===== src/rtl/motor_output_stage.sv =====
// H-bridge output stage with dead-time insertion on direction changes, a per-channel
// encoder stall watchdog and a write-1-to-clear fault status register on the peripheral bus.
module motor_output_stage #(
   parameter logic [7:0]  STATUS_ADDRESS = 8'h06,
   parameter int unsigned DEAD_CYCLES    = 1600,
   parameter int unsigned STALL_CYCLES   = 8000000
) (
   input  logic       clk,
   input  logic       rst_n,
   input  logic [7:0] din,
   input  logic [7:0] address,
   input  logic       w_en,
   input  logic       r_en,
   output logic [7:0] dout,
   input  logic [3:0] motor_in,
   input  logic [1:0] pwm_in,
   input  logic       enable_in,
   input  logic [1:0] encoders,
   output logic [3:0] motor_out,
   output logic [1:0] pwm_out,
   output logic       enable_out
);
   localparam int unsigned NUM_CH  = 2;
   localparam int unsigned DEAD_W  = (DEAD_CYCLES > 1) ? $clog2(DEAD_CYCLES) : 1;
   localparam int unsigned STALL_W = (STALL_CYCLES > 1) ? $clog2(STALL_CYCLES) : 1;

   localparam logic [DEAD_W-1:0]  DEAD_LOAD  = DEAD_W'(DEAD_CYCLES - 1);
   localparam logic [STALL_W-1:0] STALL_LAST = STALL_W'(STALL_CYCLES - 1);

   localparam logic [1:0] ST_COAST = 2'd0;
   localparam logic [1:0] ST_DRIVE = 2'd1;
   localparam logic [1:0] ST_DEAD  = 2'd2;

   logic [1:0] fault;
   logic [1:0] enc_s1;
   logic [1:0] enc_s2;
   logic [1:0] enc_d;
   logic [1:0] enc_edge_c;
   logic [1:0] stall_trip_c;
   logic [1:0] fault_clr_c;
   logic       status_hit_c;
   logic       unused_din_c;

   assign status_hit_c = (address == STATUS_ADDRESS);
   assign fault_clr_c  = (w_en && status_hit_c) ? din[1:0] : 2'b00;
   assign enc_edge_c   = enc_d ^ enc_s2;
   assign unused_din_c = ^din[7:2];

   // Encoder synchronizers, fault register (a stall set beats a same-cycle clear) and bus read.
   always_ff @(posedge clk or negedge rst_n) begin
      if (!rst_n) begin
         enc_s1     <= 2'b00;
         enc_s2     <= 2'b00;
         enc_d      <= 2'b00;
         fault      <= 2'b00;
         enable_out <= 1'b0;
         dout       <= 8'h00;
      end else begin
         enc_s1     <= encoders;
         enc_s2     <= enc_s1;
         enc_d      <= enc_s2;
         fault      <= (fault & ~fault_clr_c) | stall_trip_c;
         enable_out <= enable_in;
         dout       <= (r_en && status_hit_c) ? {6'b000000, fault} : 8'h00;
      end
   end

   for (genvar ch = 0; ch < NUM_CH; ch++) begin : g_ch
      logic [1:0]         code;
      logic [1:0]         state;
      logic [1:0]         state_nxt;
      logic [1:0]         cur;
      logic [1:0]         cur_nxt;
      logic [1:0]         pend;
      logic [1:0]         pend_nxt;
      logic [DEAD_W-1:0]  cnt;
      logic [DEAD_W-1:0]  cnt_nxt;
      logic [STALL_W-1:0] stall_cnt;
      logic               stall_run_c;
      logic               trip_c;
      logic [1:0]         motor_q;
      logic               pwm_q;

      assign code = motor_in[2*ch +: 2];

      // State and output registers; outputs follow the next state so a drive shows one cycle after the request.
      always_ff @(posedge clk or negedge rst_n) begin
         if (!rst_n) begin
            state   <= ST_COAST;
            cur     <= 2'b00;
            pend    <= 2'b00;
            cnt     <= '0;
            motor_q <= 2'b00;
            pwm_q   <= 1'b0;
         end else begin
            state   <= state_nxt;
            cur     <= cur_nxt;
            pend    <= pend_nxt;
            cnt     <= cnt_nxt;
            motor_q <= (state_nxt == ST_DRIVE) ? cur_nxt : 2'b00;
            pwm_q   <= (state_nxt == ST_DRIVE) && pwm_in[ch];
         end
      end

      always_comb begin
         state_nxt = state;
         cur_nxt   = cur;
         pend_nxt  = pend;
         cnt_nxt   = cnt;
         if (fault[ch]) begin
            state_nxt = ST_COAST;
         end else begin
            case (state)
               ST_COAST: begin
                  if (code != 2'b00) begin
                     state_nxt = ST_DRIVE;
                     cur_nxt   = code;
                  end
               end
               ST_DRIVE: begin
                  if (code == 2'b00) begin
                     state_nxt = ST_COAST;
                  end else if (code != cur) begin
                     state_nxt = ST_DEAD;
                     pend_nxt  = code;
                     cnt_nxt   = DEAD_LOAD;
                  end
               end
               ST_DEAD: begin
                  if (code == 2'b00) begin
                     state_nxt = ST_COAST;
                  end else if (code != pend) begin
                     pend_nxt = code;
                     cnt_nxt  = DEAD_LOAD;
                  end else if (cnt == '0) begin
                     state_nxt = ST_DRIVE;
                     cur_nxt   = pend;
                  end else begin
                     cnt_nxt = cnt - DEAD_W'(1);
                  end
               end
               default: state_nxt = ST_COAST;
            endcase
         end
      end

      // Brake never runs the watchdog; only fwd/rev with the driver enabled can stall.
      assign stall_run_c = (state == ST_DRIVE) && ((cur == 2'b01) || (cur == 2'b10)) && enable_in;
      assign trip_c      = stall_run_c && !enc_edge_c[ch] && (stall_cnt == STALL_LAST);

      always_ff @(posedge clk or negedge rst_n) begin
         if (!rst_n) begin
            stall_cnt <= '0;
         end else if (!stall_run_c || enc_edge_c[ch] || trip_c) begin
            stall_cnt <= '0;
         end else begin
            stall_cnt <= stall_cnt + STALL_W'(1);
         end
      end
   end

   assign motor_out    = {g_ch[1].motor_q, g_ch[0].motor_q};
   assign pwm_out      = {g_ch[1].pwm_q, g_ch[0].pwm_q};
   assign stall_trip_c = {g_ch[1].trip_c, g_ch[0].trip_c};

endmodule


===== config.mk =====
export PLATFORM = sky130hd
export DESIGN_NAME = motor_output_stage
export DESIGN_NICKNAME = d
export VERILOG_FILES = /design/src/rtl/motor_output_stage.sv
export SDC_FILE = /design/constraint.sdc
export NUM_CORES = 1
export LEC_CHECK = 0
export ABC_AREA = 0
export BUFFER_PORTS_ARGS = -buffer_cell sky130_fd_sc_hd__buf_2
export CORE_AREA = 2 2 106 108
export DETAILED_ROUTE_END_ITERATION = 10
export DIE_AREA = 0 0 108 110
export PLACE_DENSITY = 0.64
export SLEW_MARGIN = 5
export SYNTH_ARGS = -nofsm -noshare
export SYNTH_HDL_FRONTEND = slang
export SYNTH_SLANG_ARGS = --single-unit

===== constraint.sdc =====
create_clock -name clk -period 2.9 [get_ports clk]
set_input_delay 0.29 -clock clk [delete_from_list [all_inputs] [get_ports clk]]
set_output_delay 0.29 -clock clk [all_outputs]
set_load 0.02 [all_outputs]

## Word level (Yosys, flattened, before mapping)

Cells that the tools add are included.

| storage, ports and cells | value |
|---|---|
| register bits | 97 |
| input port bits | 29 |
| logic and storage cells | 149 |

| operators by class | value |
|---|---|
| add/sub/neg operators | 4 |
| equal/unequal tests | 27 |
| mux-type cells | 56 |
| bitwise operators | 6 |
| reductions and logical operators | 36 |

Operators by type and width:

| cell | count |
|---|---|
| $mux 11 | 10 |
| $mux 2 | 36 |
| $add 23x1->23 const B | 2 |
| $eq 23x23->1 const B | 2 |
| $mux 23 | 2 |
| $pmux 11 s2 | 2 |
| $reduce_and 6->1 | 4 |
| $logic_not 11->1 | 2 |
| $sub 11x1->11 const B | 2 |
| $ne 2x2->1 const B | 8 |
| $pmux 2 s2 | 4 |
| $eq 2x1->1 const B | 6 |
| $logic_and 1x1->1 | 12 |
| $pmux 2 s3 | 2 |
| $eq 2x2->1 const B | 4 |
| $eq 8x3->1 const B | 1 |
| $logic_not 2->1 | 4 |
| $ne 2x2->1 | 4 |
| $reduce_bool 2->1 | 4 |
| $logic_or 1x1->1 | 6 |
| $ne 3x3->1 const B | 2 |
| $logic_not 1->1 | 4 |
| $and 2x2->2 | 1 |
| $not 1->1 | 2 |
| other kinds (3) | 3 |

## Longest topological paths before layout

| depth | value |
|---|---|
| depth in word-level cells | 8 |
| depth in mapped cells | 8 |

## Least setup slack after synthesis

OpenSTA, ideal clock, no wires.

| path | value |
|---|---|
| path type | flip-flop to flip-flop |
| from | register g_ch[0].cnt[0] |
| to | register g_ch[0].cnt[3] |
| setup time | 0.124 ns |
| data arrival time | 1.925 ns |
| data required time | 2.776 ns |
| slack | 0.851 ns |
| cell stages (with the launch flop) | 8 |
| path buffers | 0 |
| clock period less this slack | 2.049 ns |
| path through | dfrtp_1 > inv_1 > ha_1 > nor3b_1 > nand4b_1 > nor2_2 > nor2_1 > a211o_1 |

| on the way | value |
|---|---|
| longest elaborated chain between the ends | 5 |
| elaborated cells between the ends (all ways) | 8 |
| those cells by class | 1 x add/sub; 1 x eq/ne; 4 x mux; 2 x reduce/logical |

RTL lines:

| element | RTL line | RTL |
|---|---|---|
| start, declared | 76 | `logic [DEAD_W-1:0] cnt;` |
| start signal, assigned | 99 | `cnt <= cnt_nxt;` |
| $sub 11x1->11 | 139 | `cnt_nxt = cnt - DEAD_W'(1);` |
| $mux 11 | 135 | `end else if (cnt == '0) begin` |
| $mux 11 | 132 | `end else if (code != pend) begin` |
| $mux 11 | 130 | `if (code == 2'b00) begin` |
| $pmux 11 s2 | 113 | `case (state)` |

Several ways; a longest one is shown, not always the timed one. The select of a mux whose other input is x is not followed.
A chain may end at the register's enable or synchronous reset.

## Worst setup path in the final report

Ends and elaborated chain as after synthesis.

==> reports/metrics.yaml <==
run_status:
  outcome: "finished clean"
power:
  power.switching_mw: 1.39
  power_density_nw_per_um2: 649
  pwr-share-comb_pct: 31.6
  seqPwrFrac_pct: 43.5
  p_clk_share_pct: 24.9
  leakage_nw: 2.32
  internal_power_mw: 2.33
  swShare_pct: 37.4
  peakVddDrop_mv: 0.386
worst_setup_path:
  crit_path_start_kind: "flop"
  cp-startpoint: "g_ch[0].cnt[0]"
  worst_ep_required_time_ns: 3.18
  cp_data_arrival_time_ns: 2.51
  r2r-start: "g_ch[0].cnt[0]"
  end_kind: "flop"
  crit_fanout: 8
  critical_path_class: "reg -> reg"
placement:
  dp.final_hpwl_um: 7380
  port_buffers: 31
  gp_routability_congestion: 0.813
  postPlaceCellArea_um2: 5510
  preCtsSetupSlack_ns: 0.671
timing:
  fin_skew_ns: 0.00828
  hold_ws_ns: 0.0896
  rsz0062_at_grt: "false"
  hold_violations: 0
  fin_crit_sh_pct: 76.9
  worst_slack_ns: 0.670
  finalSetupViolations: 0
  fmax_ghz: 0.448
  tightest_slew_ns: 0.663
  final.setup.tns_ns: 0
  final_max_slew_viol_count: 0
  relSlewSlack_pct: 55.7
  finalCriticalPeriod_ns: 2.23
clock_network:
  cts_buffers: 9
  h-tree-depth: 3
  postCtsSetupRepairBufs: 0
  cts_root_buf: "clkbuf_8"
  clockBufferDepth: 2
  cts.sinks: 97
  clkLatencyLatePin_ns: 0.39
  cts.clk_slew.worst_paths_ns: 0.09
  cts_tree: "yes"
route:
  dr_total_vias: 4029
  wl_per_cell_um: 14.1
  viasPerCell: 5.50
  drt-initial-drc-count: 170
  antenna_left: 0
  drt_pass1_iterations: 4
  wl_um: 10300
  wl_met1_um: 4950
  met2WireLength_um: 4850
  remaining_drc_errors: 0
  dr_wl_met3_um: 305
  top_layer: "met4"
run:
  cap_violations: 0
grt:
  globalRouteOverflowTotal: 0
  antenna_found_initial: 0
  grt_usage_pct: 19.0
  grt_pass1_wl_um: 17900
  grt_pass1_vias: 3842
  grt_max_degree: 54
logic_synthesis:
  synth-main-ff-cell: "dfrtp_1"
  ys_seq_area_share_pct: 46.3
  yosysWarnings: 0
  synth_edf_count: 0
  synthAdderAreaFrac_pct: 3.10
  syn_inst: 552
  yosysUniqueCellTypes: 68
  synth_top_family_by_area: "simple AND/OR/NAND/NOR gates"
  synthMuxAreaShare_pct: 0
  synth-simple-area-share_pct: 25.4
  async_flop_share_pct: 100
  syn_area_um2: 5240
  ys_ff_latch: 97
  avgSynthCellArea_um2: 9.50
  yosys.area_share.xor_xnor_pct: 8.86
  synth_compound_area_share_pct: 12.0
finish:
  nets: 629
  fillCellCount: 987
  final_common_cell: "dfrtp_1"
  final_area_um2: 5740
  utilization_pct: 53.7
  final_cell_mix: "97 x dfrtp_1, 70 x nor2_1, 39 x nand2_1, 30 x nand3_1, 30 x buf_2"
  drive_gt1_share_pct: 10.6
  syn_to_final_growth_pct: 9.55
  diodes: 0
die:
  core-area_um2: 10700
  dieArea_um2: 11900
  start_util_pct: 49.0
  fp.dieW_um: 108
  rows: 38
  pin_count: 44
  die_h_um: 110
hold_path:
  holdCritPathClass: "in -> reg"
  hp-start: "enable_in"
==> flip-flops by register name, summed over array words and instances, names as in the netlist, 4 cells and up <==
register,flops
g_ch.pend,4
g_ch.cnt,22
g_ch.motor_q,4
g_ch.cur,4
g_ch.stall_cnt,46
g_ch.state,4
==> worst max-delay path: stages (launching register included) <==
cell	delay (ns)
dfrtp_1	0.43
inv_1	0.09
ha_1	0.20
nor3b_1	0.20
buf_4	0.16
nand4b_1	0.25
nor2_2	0.34
nor2_1	0.17
a211o_1	0.28
==> power by group through the flow <==
| stage | sequential (mW) | clock (mW) | combinational (mW) |
|---|---|---|---|
| 3_3_place_gp | 1.64 | 0 | 1.15 |
| 6_report | 1.62 | 0.928 | 1.18 |
| 5_1_grt | 1.65 | 1.01 | 1.33 |
| 2_1_floorplan | 1.60 | 0 | 0.941 |
| 3_5_place_dp | 1.65 | 0 | 1.17 |
| 4_1_cts | 1.62 | 0.960 | 1.17 |
==> synthesized netlist by cell type (all sizes together), types with 3 or more instances <==
library cell / count / area (µm²)
and3: 14 / 87.6
and4: 3 / 26.3
nand2b: 3 / 18.8
inv: 23 / 86.3
xnor2: 28 / 245
a31oi: 11 / 68.8
a21o: 4 / 30.0
nand3: 31 / 160
nor3: 16 / 85.1
nand2: 39 / 146
a21oi: 20 / 100
nand4: 16 / 100
nor4b: 3 / 32.5
nor2b: 7 / 43.8
o31ai: 6 / 45.0
xor2: 25 / 219
nor4bb: 3 / 30.0
or4: 6 / 45.0
or3: 9 / 56.3
ha: 13 / 163
dfrtp: 97 / 2430
nor3b: 5 / 37.5
nor4: 12 / 96.3
a311oi: 3 / 26.3
o2bb2ai: 3 / 26.3
nor2: 72 / 275
o211ai: 3 / 22.5
o21ai: 20 / 100
buf: 17 / 120
clkbuf: 5 / 18.8
==> layer usage <==
| metal | global-route usage [%] | up-vias |
|---|---|---|
| met2 | 30.2 | 56 |
| li1 | - | 2027 |
| met4 | 8.24 | 0 |
| met5 | 0 | - |
| met3 | 3.00 | 14 |
| met1 | 25.9 | 1932 |
==> final timing paths <==
kind | slack, ns | to | cells after the start
worst max-delay path | 0.67 | g_ch[0].cnt[3] | 8
worst min-delay path | 0.09 | enable_out | 1
worst max register to register | 0.67 | g_ch[0].cnt[3] | 8
worst min register to register | 0.36 | enc_s2[1] | 0
max in group asynchronous | 1.65 | g_ch[1].cnt[3] | 3
min in group asynchronous | 0.47 | g_ch[0].stall_cnt[16] | 2
==> final cells by class <==
class,instances,area [µm²],area share (%)
Inverter,23,86.3,1.50
Clock inverter,5,63.8,1.11
Multi-Input combinational cell,415,2610,45.4
Tap cell,140,175,3.05
Clock buffer,11,141,2.46
Timing Repair Buffer,41,240,4.18
Sequential cell,97,2430,42.3
==> repair_timing <==
action                                  CTS  global route
endpoints found under the setup margin    0             0
hold buffers                              3             0
resized for setup                         0             0
endpoints found under the hold margin    53             0
==> logic make-up after synthesis <==
kind of cell / after synthesis
and+or+nand+nor: 250
adders and majority gates: 13
AOI/OAI and AO/OA: 93
other: 1
buffers and inverters: 45
DFF: 97
xor gates and xnor gates: 53
==> per-stage QoR <==
| step | total power [mW] | instances |
|---|---|---|
| 6_report | 3.73 | 732 |
| 5_1_grt | 3.99 | 732 |
| 4_1_cts | 3.75 | 732 |
| 3_5_place_dp | 2.81 | 713 |
| 3_3_place_gp | 2.79 | 713 |
| 2_1_floorplan | 2.54 | 557 |
Note: power is estimated with default switching activity, not from simulation.
